--- config.mk ---
export PLATFORM = sky130hd
export DESIGN_NAME = alu_exec_stage
export DESIGN_NICKNAME = d
export VERILOG_FILES = /design/src/rtl/alu_exec_stage.sv
export SDC_FILE = /design/constraint.sdc
export NUM_CORES = 1
export LEC_CHECK = 0
export CAP_MARGIN = 20
export CELL_PAD_IN_SITES_DETAIL_PLACEMENT = 0
export CELL_PAD_IN_SITES_GLOBAL_PLACEMENT = 2
export CORE_UTILIZATION = 34
export CTS_CLUSTER_DIAMETER = 50
export DETAILED_ROUTE_END_ITERATION = 12
export PLACE_DENSITY = 0.9
export SLEW_MARGIN = 20
export SYNTH_ARGS = -nofsm -noshare
export SYNTH_HDL_FRONTEND = slang
export SYNTH_SLANG_ARGS = --single-unit
--- constraint.sdc ---
create_clock -name clk -period 3 [get_ports clk]
set_clock_uncertainty 0.15 [all_clocks]
set_input_delay 0.45 -clock clk [delete_from_list [all_inputs] [get_ports clk]]
set_output_delay 0.45 -clock clk [all_outputs]
set_load 0.05 [all_outputs]
--- src/rtl/alu_exec_stage.sv ---
// RV32I/RV64I execute stage with a registered, valid/ready result port.
// Shifts iterate one bit per cycle unless ALU_BARREL_SHIFT_EN is defined.
module alu_exec_stage #(
  parameter int XLEN = 32,
  localparam int SHW = $clog2(XLEN)
) (
  input  logic            clk,
  input  logic            rst_n,
  input  logic            in_valid,
  output logic            in_ready,
  input  logic [3:0]      alu_op,
  input  logic [XLEN-1:0] op_a,
  input  logic [XLEN-1:0] op_b,
  input  logic [4:0]      rd_in,
  output logic            out_valid,
  input  logic            out_ready,
  output logic [XLEN-1:0] result,
  output logic [4:0]      rd_out,
  output logic            busy
);

  localparam logic [3:0] OP_ADD  = 4'd0;
  localparam logic [3:0] OP_SUB  = 4'd1;
  localparam logic [3:0] OP_SLL  = 4'd2;
  localparam logic [3:0] OP_SLT  = 4'd3;
  localparam logic [3:0] OP_SLTU = 4'd4;
  localparam logic [3:0] OP_XOR  = 4'd5;
  localparam logic [3:0] OP_SRL  = 4'd6;
  localparam logic [3:0] OP_SRA  = 4'd7;
  localparam logic [3:0] OP_OR   = 4'd8;
  localparam logic [3:0] OP_AND  = 4'd9;

  localparam logic [SHW-1:0] SH_ZERO = {SHW{1'b0}};

  logic [SHW-1:0]  w_shamt;
  logic [XLEN-1:0] w_shift_out;
  logic [XLEN-1:0] w_res;
  logic            w_accept;
  logic            w_write_now;

  logic            r_valid;
  logic [XLEN-1:0] r_result;
  logic [4:0]      r_rd_out;

  assign w_shamt   = op_b[SHW-1:0];
  assign w_accept  = in_valid && in_ready;
  assign out_valid = r_valid;
  assign result    = r_result;
  assign rd_out    = r_rd_out;

`ifdef ALU_BARREL_SHIFT_EN

  assign in_ready    = !r_valid || out_ready;
  assign busy        = 1'b0;
  assign w_write_now = w_accept;

  // Full-width barrel shift for SLL/SRL/SRA
  always_comb begin
    w_shift_out = op_a;
    case (alu_op)
      OP_SLL:  w_shift_out = op_a << w_shamt;
      OP_SRL:  w_shift_out = op_a >> w_shamt;
      OP_SRA:  w_shift_out = $signed(op_a) >>> w_shamt;
      default: w_shift_out = op_a;
    endcase
  end

  // Output register: load on accept, drop valid when consumed
  always_ff @(posedge clk or negedge rst_n) begin
    if (!rst_n) begin
      r_valid  <= 1'b0;
      r_result <= {XLEN{1'b0}};
      r_rd_out <= 5'd0;
    end else if (w_write_now) begin
      r_valid  <= 1'b1;
      r_result <= w_res;
      r_rd_out <= rd_in;
    end else if (out_ready) begin
      r_valid  <= 1'b0;
    end else begin
      r_valid  <= r_valid;
    end
  end

`else

  localparam logic [0:0] S_IDLE  = 1'b0;
  localparam logic [0:0] S_SHIFT = 1'b1;
  localparam logic [SHW-1:0] SH_ONE = {{(SHW-1){1'b0}}, 1'b1};

  logic [0:0]      r_state;
  logic [SHW-1:0]  r_cnt;
  logic [XLEN-1:0] r_sh;
  logic [3:0]      r_op;
  logic [4:0]      r_rd;
  logic            w_is_shift;
  logic            w_long_shift;
  logic            w_shift_done;

  // One-bit step of the selected shift; also used for amount-1 shifts
  function automatic logic [XLEN-1:0] shift1(input logic [3:0] op, input logic [XLEN-1:0] v);
    logic [XLEN-1:0] s;
    case (op)
      OP_SLL:  s = {v[XLEN-2:0], 1'b0};
      OP_SRL:  s = {1'b0, v[XLEN-1:1]};
      OP_SRA:  s = {v[XLEN-1], v[XLEN-1:1]};
      default: s = v;
    endcase
    return s;
  endfunction

  assign w_is_shift   = (alu_op == OP_SLL) || (alu_op == OP_SRL) || (alu_op == OP_SRA);
  assign w_long_shift = w_is_shift && (w_shamt > SH_ONE);
  assign w_write_now  = w_accept && !w_long_shift;
  assign w_shift_done = (r_state == S_SHIFT) && (r_cnt == SH_ONE);
  assign in_ready     = (r_state == S_IDLE) && (!r_valid || out_ready);
  assign busy         = (r_state == S_SHIFT);

  // Amount 0 passes op_a through; amount 1 completes in the accept cycle
  always_comb begin
    if (w_shamt == SH_ZERO) begin
      w_shift_out = op_a;
    end else begin
      w_shift_out = shift1(alu_op, op_a);
    end
  end

  // Iterative shifter: first step taken at accept, one step per SHIFT cycle
  always_ff @(posedge clk or negedge rst_n) begin
    if (!rst_n) begin
      r_state <= S_IDLE;
      r_cnt   <= SH_ZERO;
      r_sh    <= {XLEN{1'b0}};
      r_op    <= 4'd0;
      r_rd    <= 5'd0;
    end else begin
      case (r_state)
        S_IDLE: begin
          if (w_accept && w_long_shift) begin
            r_state <= S_SHIFT;
            r_cnt   <= w_shamt - SH_ONE;
            r_sh    <= shift1(alu_op, op_a);
            r_op    <= alu_op;
            r_rd    <= rd_in;
          end else begin
            r_state <= S_IDLE;
          end
        end
        S_SHIFT: begin
          r_sh  <= shift1(r_op, r_sh);
          r_cnt <= r_cnt - SH_ONE;
          if (r_cnt == SH_ONE) begin
            r_state <= S_IDLE;
          end else begin
            r_state <= S_SHIFT;
          end
        end
        default: begin
          r_state <= S_IDLE;
          r_cnt   <= SH_ZERO;
        end
      endcase
    end
  end

  // Output register: single-cycle results or final shift step, else drain
  always_ff @(posedge clk or negedge rst_n) begin
    if (!rst_n) begin
      r_valid  <= 1'b0;
      r_result <= {XLEN{1'b0}};
      r_rd_out <= 5'd0;
    end else if (w_write_now) begin
      r_valid  <= 1'b1;
      r_result <= w_res;
      r_rd_out <= rd_in;
    end else if (w_shift_done) begin
      r_valid  <= 1'b1;
      r_result <= shift1(r_op, r_sh);
      r_rd_out <= r_rd;
    end else if (out_ready) begin
      r_valid  <= 1'b0;
    end else begin
      r_valid  <= r_valid;
    end
  end

`endif

  // Single-cycle result mux; codes 10-15 fall through to ADD
  always_comb begin
    w_res = op_a + op_b;
    case (alu_op)
      OP_ADD:  w_res = op_a + op_b;
      OP_SUB:  w_res = op_a - op_b;
      OP_SLL:  w_res = w_shift_out;
      OP_SRL:  w_res = w_shift_out;
      OP_SRA:  w_res = w_shift_out;
      OP_SLT:  w_res = {{(XLEN-1){1'b0}}, ($signed(op_a) < $signed(op_b))};
      OP_SLTU: w_res = {{(XLEN-1){1'b0}}, (op_a < op_b)};
      OP_XOR:  w_res = op_a ^ op_b;
      OP_OR:   w_res = op_a | op_b;
      OP_AND:  w_res = op_a & op_b;
      default: w_res = op_a + op_b;
    endcase
  end

endmodule

==> run summary <==
MIN PATH
-----------------------------------------------------------------------------------------------
Count of cells along the worst hold path                                                      1
Worst Hold End                                                                     r_op[1]$_DFFE_PN0P_
Beginning of the worst hold path                                                   r_op[1]$_DFFE_PN0P_
Tightest Hold Check Type                                                             reg -> reg

FLOORPLAN
-----------------------------------------------------------------------------------------------
Die Outline Area                                                                   0.0324 sq mm
Site row count                                                                               64
Die boundary height                                                                 180 microns
Initial core utilization                                                                  34.9%
Area of the core                                                                   0.0309 sq mm
Width of the chip                                                                   180 microns
Number of I/O pins                                                                          117

CELLS AND AREA
-----------------------------------------------------------------------------------------------
Layout cell share with drive strength beyond 1                                            34.1%
Summed area of non-filler cells in the final layout                                0.0168 sq mm
Most common library cell in the layout ignoring fill and taps                      sky130_fd_sc_hd__buf_4
Fill cell count                                                                            2910
Highest-count cells in the layout ignoring fill and taps                           sky130_fd_sc_hd__buf_4 (429), sky130_fd_sc_hd__a21oi_1 (153), sky130_fd_sc_hd__nor2_1 (123)
Total Nets Final                                                                           2137
Count of antenna diodes in the layout                                                         0
Area added between synthesis and finish                                                   55.5%
Post-layout utilization of the core                                                       54.2%

SETUP PATH
-----------------------------------------------------------------------------------------------
Origin of the critical flop-to-flop path                                           busy$_DFF_PN0_
Kind of start point of the critical path                                             input port
Reg-to-reg slack, setup                                                                  360 ps
Reg-to-Reg End                                                                     result[28]$_DFFE_PN0P_
Category of the critical setup timing path                                            in -> reg
Kind of end point of the critical path                                                flip-flop
Register-to-Register Path Depth                                                               9
Req. time, crit path                                                                    3060 ps
Crit-path max FO                                                                              3
Critical Path AT                                                                        3180 ps

TIMING
-----------------------------------------------------------------------------------------------
Ratio of final minimum period to clock period                                              104%
Final Hold Viols                                                                              0
Endpoints failing setup                                                                       8
Minimum period implied by the final worst setup slack                                   3120 ps
Max-slew violation count                                                                      0
Normalized max-slew margin                                                                51.2%
Unrepaired setup endpoints after global routing                                            true
Hold Worst Slack                                                                         316 ps
Top achievable clock speed                                                            0.321 GHz
Worst path setup slack after routing                                                    -117 ps
Worst slew pin tran                                                                      732 ps

PLACED DESIGN
-----------------------------------------------------------------------------------------------
HPWL Detailed                                                                      39200 microns
Final estimated routing congestion in global placement                                     1.06
Post-placement setup slack                                                             -1290 ps
Post-detailed-placement cell area                                                  0.0154 sq mm
Number of buffers inserted by port buffering                                                116

ROUTING
-----------------------------------------------------------------------------------------------
Via count                                                                                 14.2k
Number of iterations in the first detailed-routing pass                                       9
Number of DRC markers in iteration 0                                                       1828
Routed Antenna Nets                                                                           0
Average vias per placed instance                                                           6.03
Detailed Route WL                                                                  50500 microns
DRC Markers                                                                                   0
Wire per inst                                                                      21.4 microns

YOSYS
-----------------------------------------------------------------------------------------------
FFs w/ async S/R, synth                                                                    100%
Average instance area after synthesis                                                7.16 sq um
Most used flip-flop cell after synthesis                                           sky130_fd_sc_hd__dfrtp_1
Synthesized cell area                                                              0.0108 sq mm
Mapped Nets                                                                                1685
Number of instances in the synthesized netlist                                             1505
Fraction of the yosys area taken by sequential cells                                      19.7%
Flip-flop and latch count after synthesis                                                    85
EDFF count, synth                                                                             0
Cell variety after synth                                                                     77
YS warnings                                                                                   0

GLOBAL ROUTE
-----------------------------------------------------------------------------------------------
Total GRT Usage                                                                           30.4%
Maximum number of pins on one net before global-route repair                                 74
Global-route wire length before repair                                             77700 microns
GRT overflow                                                                                  0
Via count of the first global-routing pass                                                13.5k
Antenna violations before repair                                                              1

CLOCKING
-----------------------------------------------------------------------------------------------
Clock sink count                                                                             85
Depth of the CTS H-tree                                                                       3
Maximum clock insertion buffer count                                                          2
Clock input transition at the sequential cells of the worst setup and hold paths          60 ps
CTS tree                                                                                   done
Root cell of the clock tree                                                        sky130_fd_sc_hd__clkbuf_16
Clock Latency Late Sink                                                                  350 ps
Cts bufs inserted                                                                             9

STATUS
-----------------------------------------------------------------------------------------------
Result of the run                                                                  finished, violations left
Violated checks                                                                    setup timing

POWER
-----------------------------------------------------------------------------------------------
Power density over the cells                                                        560 mW/mm^2
Leakage dissipation                                                                     7.37 nW
Maximum VDD drop                                                                     0.000339 V
Overall power consumption                                                               9.39 mW

FLOW RUN
-----------------------------------------------------------------------------------------------
Max-cap violations                                                                            0

cells by family after synthesis:
logic type,after synthesis,synth area share (%)
AO/OA/AOI/OAI,617,38.2
XOR/XNOR,24,1.95
adder cells (fa/ha/maj),103,12.1
buffers and inverters,228,7.98
flip-flops,85,19.7
multiplexers,14,1.38
AND/OR/NAND/NOR,434,18.7
synthesized netlist by cell type, types with 21 or more instances:
cell type                  number  area [sq um]
sky130_fd_sc_hd__a21oi_1      174           871
sky130_fd_sc_hd__nor2_1       129           484
sky130_fd_sc_hd__nand2_1      112           420
sky130_fd_sc_hd__o21ai_0      112           561
sky130_fd_sc_hd__clkbuf_1     111           417
sky130_fd_sc_hd__inv_1        102           383
sky130_fd_sc_hd__ha_1         101          1260
sky130_fd_sc_hd__nor3_1        87           435
sky130_fd_sc_hd__dfrtp_1       85          2130
sky130_fd_sc_hd__o22ai_1       59           369
sky130_fd_sc_hd__a211oi_1      48           360
sky130_fd_sc_hd__a222oi_1      28           280
sky130_fd_sc_hd__nand3_1       21           105
registers in the layout, indices dropped and copies added (netlist names):
register / count
busy: 1
r_op: 4
out_valid: 1
r_rd: 5
result: 32
r_sh: 32
r_cnt: 5
rd_out: 5
worst max-delay path, stage by stage:
cell and delay [ps]:
sky130_fd_sc_hd__buf_8 80, sky130_fd_sc_hd__clkinvlp_4 100, sky130_fd_sc_hd__ha_4 250, sky130_fd_sc_hd__buf_6 110
sky130_fd_sc_hd__o21ba_4 190, sky130_fd_sc_hd__or4_4 520, sky130_fd_sc_hd__a311oi_4 350, sky130_fd_sc_hd__o211ai_4 160
sky130_fd_sc_hd__a211oi_4 280, sky130_fd_sc_hd__o41ai_4 130, sky130_fd_sc_hd__a221o_1 320, sky130_fd_sc_hd__a21oi_2 130
sky130_fd_sc_hd__o221ai_1 110
report_power, final:
group	switching, mW	leakage [nW]	internal, mW	total (mW)
logic	3.46	6.21	2.39	5.86
registers	0.575	1.01	1.73	2.30
clock network	0.476	0.153	0.752	1.23
total	4.51	7.37	4.88	9.39
repair_timing:
item,CTS,global route
setup endpoints to repair,36,30
pin swaps,61,54
hold endpoints to repair,6,0
setup buffers,10,12
hold buffers,1,0
resized for setup,180,91
routing by layer:
layer  up-vias  part of all wire [%]  global-route usage [%]
li1       6528                     -                       -
met1      6769                    44                    42.3
met2       783                    43                    46.6
met3       138                   9.6                    6.10
met4         2                   3.6                    10.6
met5         -                 0.022                       0
worst max-delay path by stage:
| stage | start | slack, ps | endpoint | depth (start not counted) |
|---|---|---|---|---|
| after CTS | op_b[1] | -140 | result[23]$_DFFE_PN0P_ | 13 |
| after global routing | op_b[1] | -200 | result[27]$_DFFE_PN0P_ | 13 |
| after floorplan | op_b[1] | -130 | result[31]$_DFFE_PN0P_ | 11 |
| after detailed placement | op_b[0] | -1290 | result[12]$_DFFE_PN0P_ | 14 |
| after global placement | op_b[1] | -1290 | result[12]$_DFFE_PN0P_ | 14 |
| final | op_b[1] | -120 | result[23]$_DFFE_PN0P_ | 13 |
area by class of cell:
cell class	count	area, sq um	area share [%]
clock buffer	12	246	1.47
clock inverter	4	72.6	0.433
inverter	103	394	2.35
multi-input combinational	1192	8740	52.2
sequential	85	2130	12.7
tap	396	495	2.96
timing repair buffer	566	4680	27.9
stage by stage:
step           setup TNS [ps]  instances
3_5_place_dp           -35850       2323
6_report                 -546       2358
2_1_floorplan            -363       1505
3_3_place_gp           -34440       2323
5_1_grt                 -1340       2358
4_1_cts                  -287       2347
(Power assumes the default switching activity.)
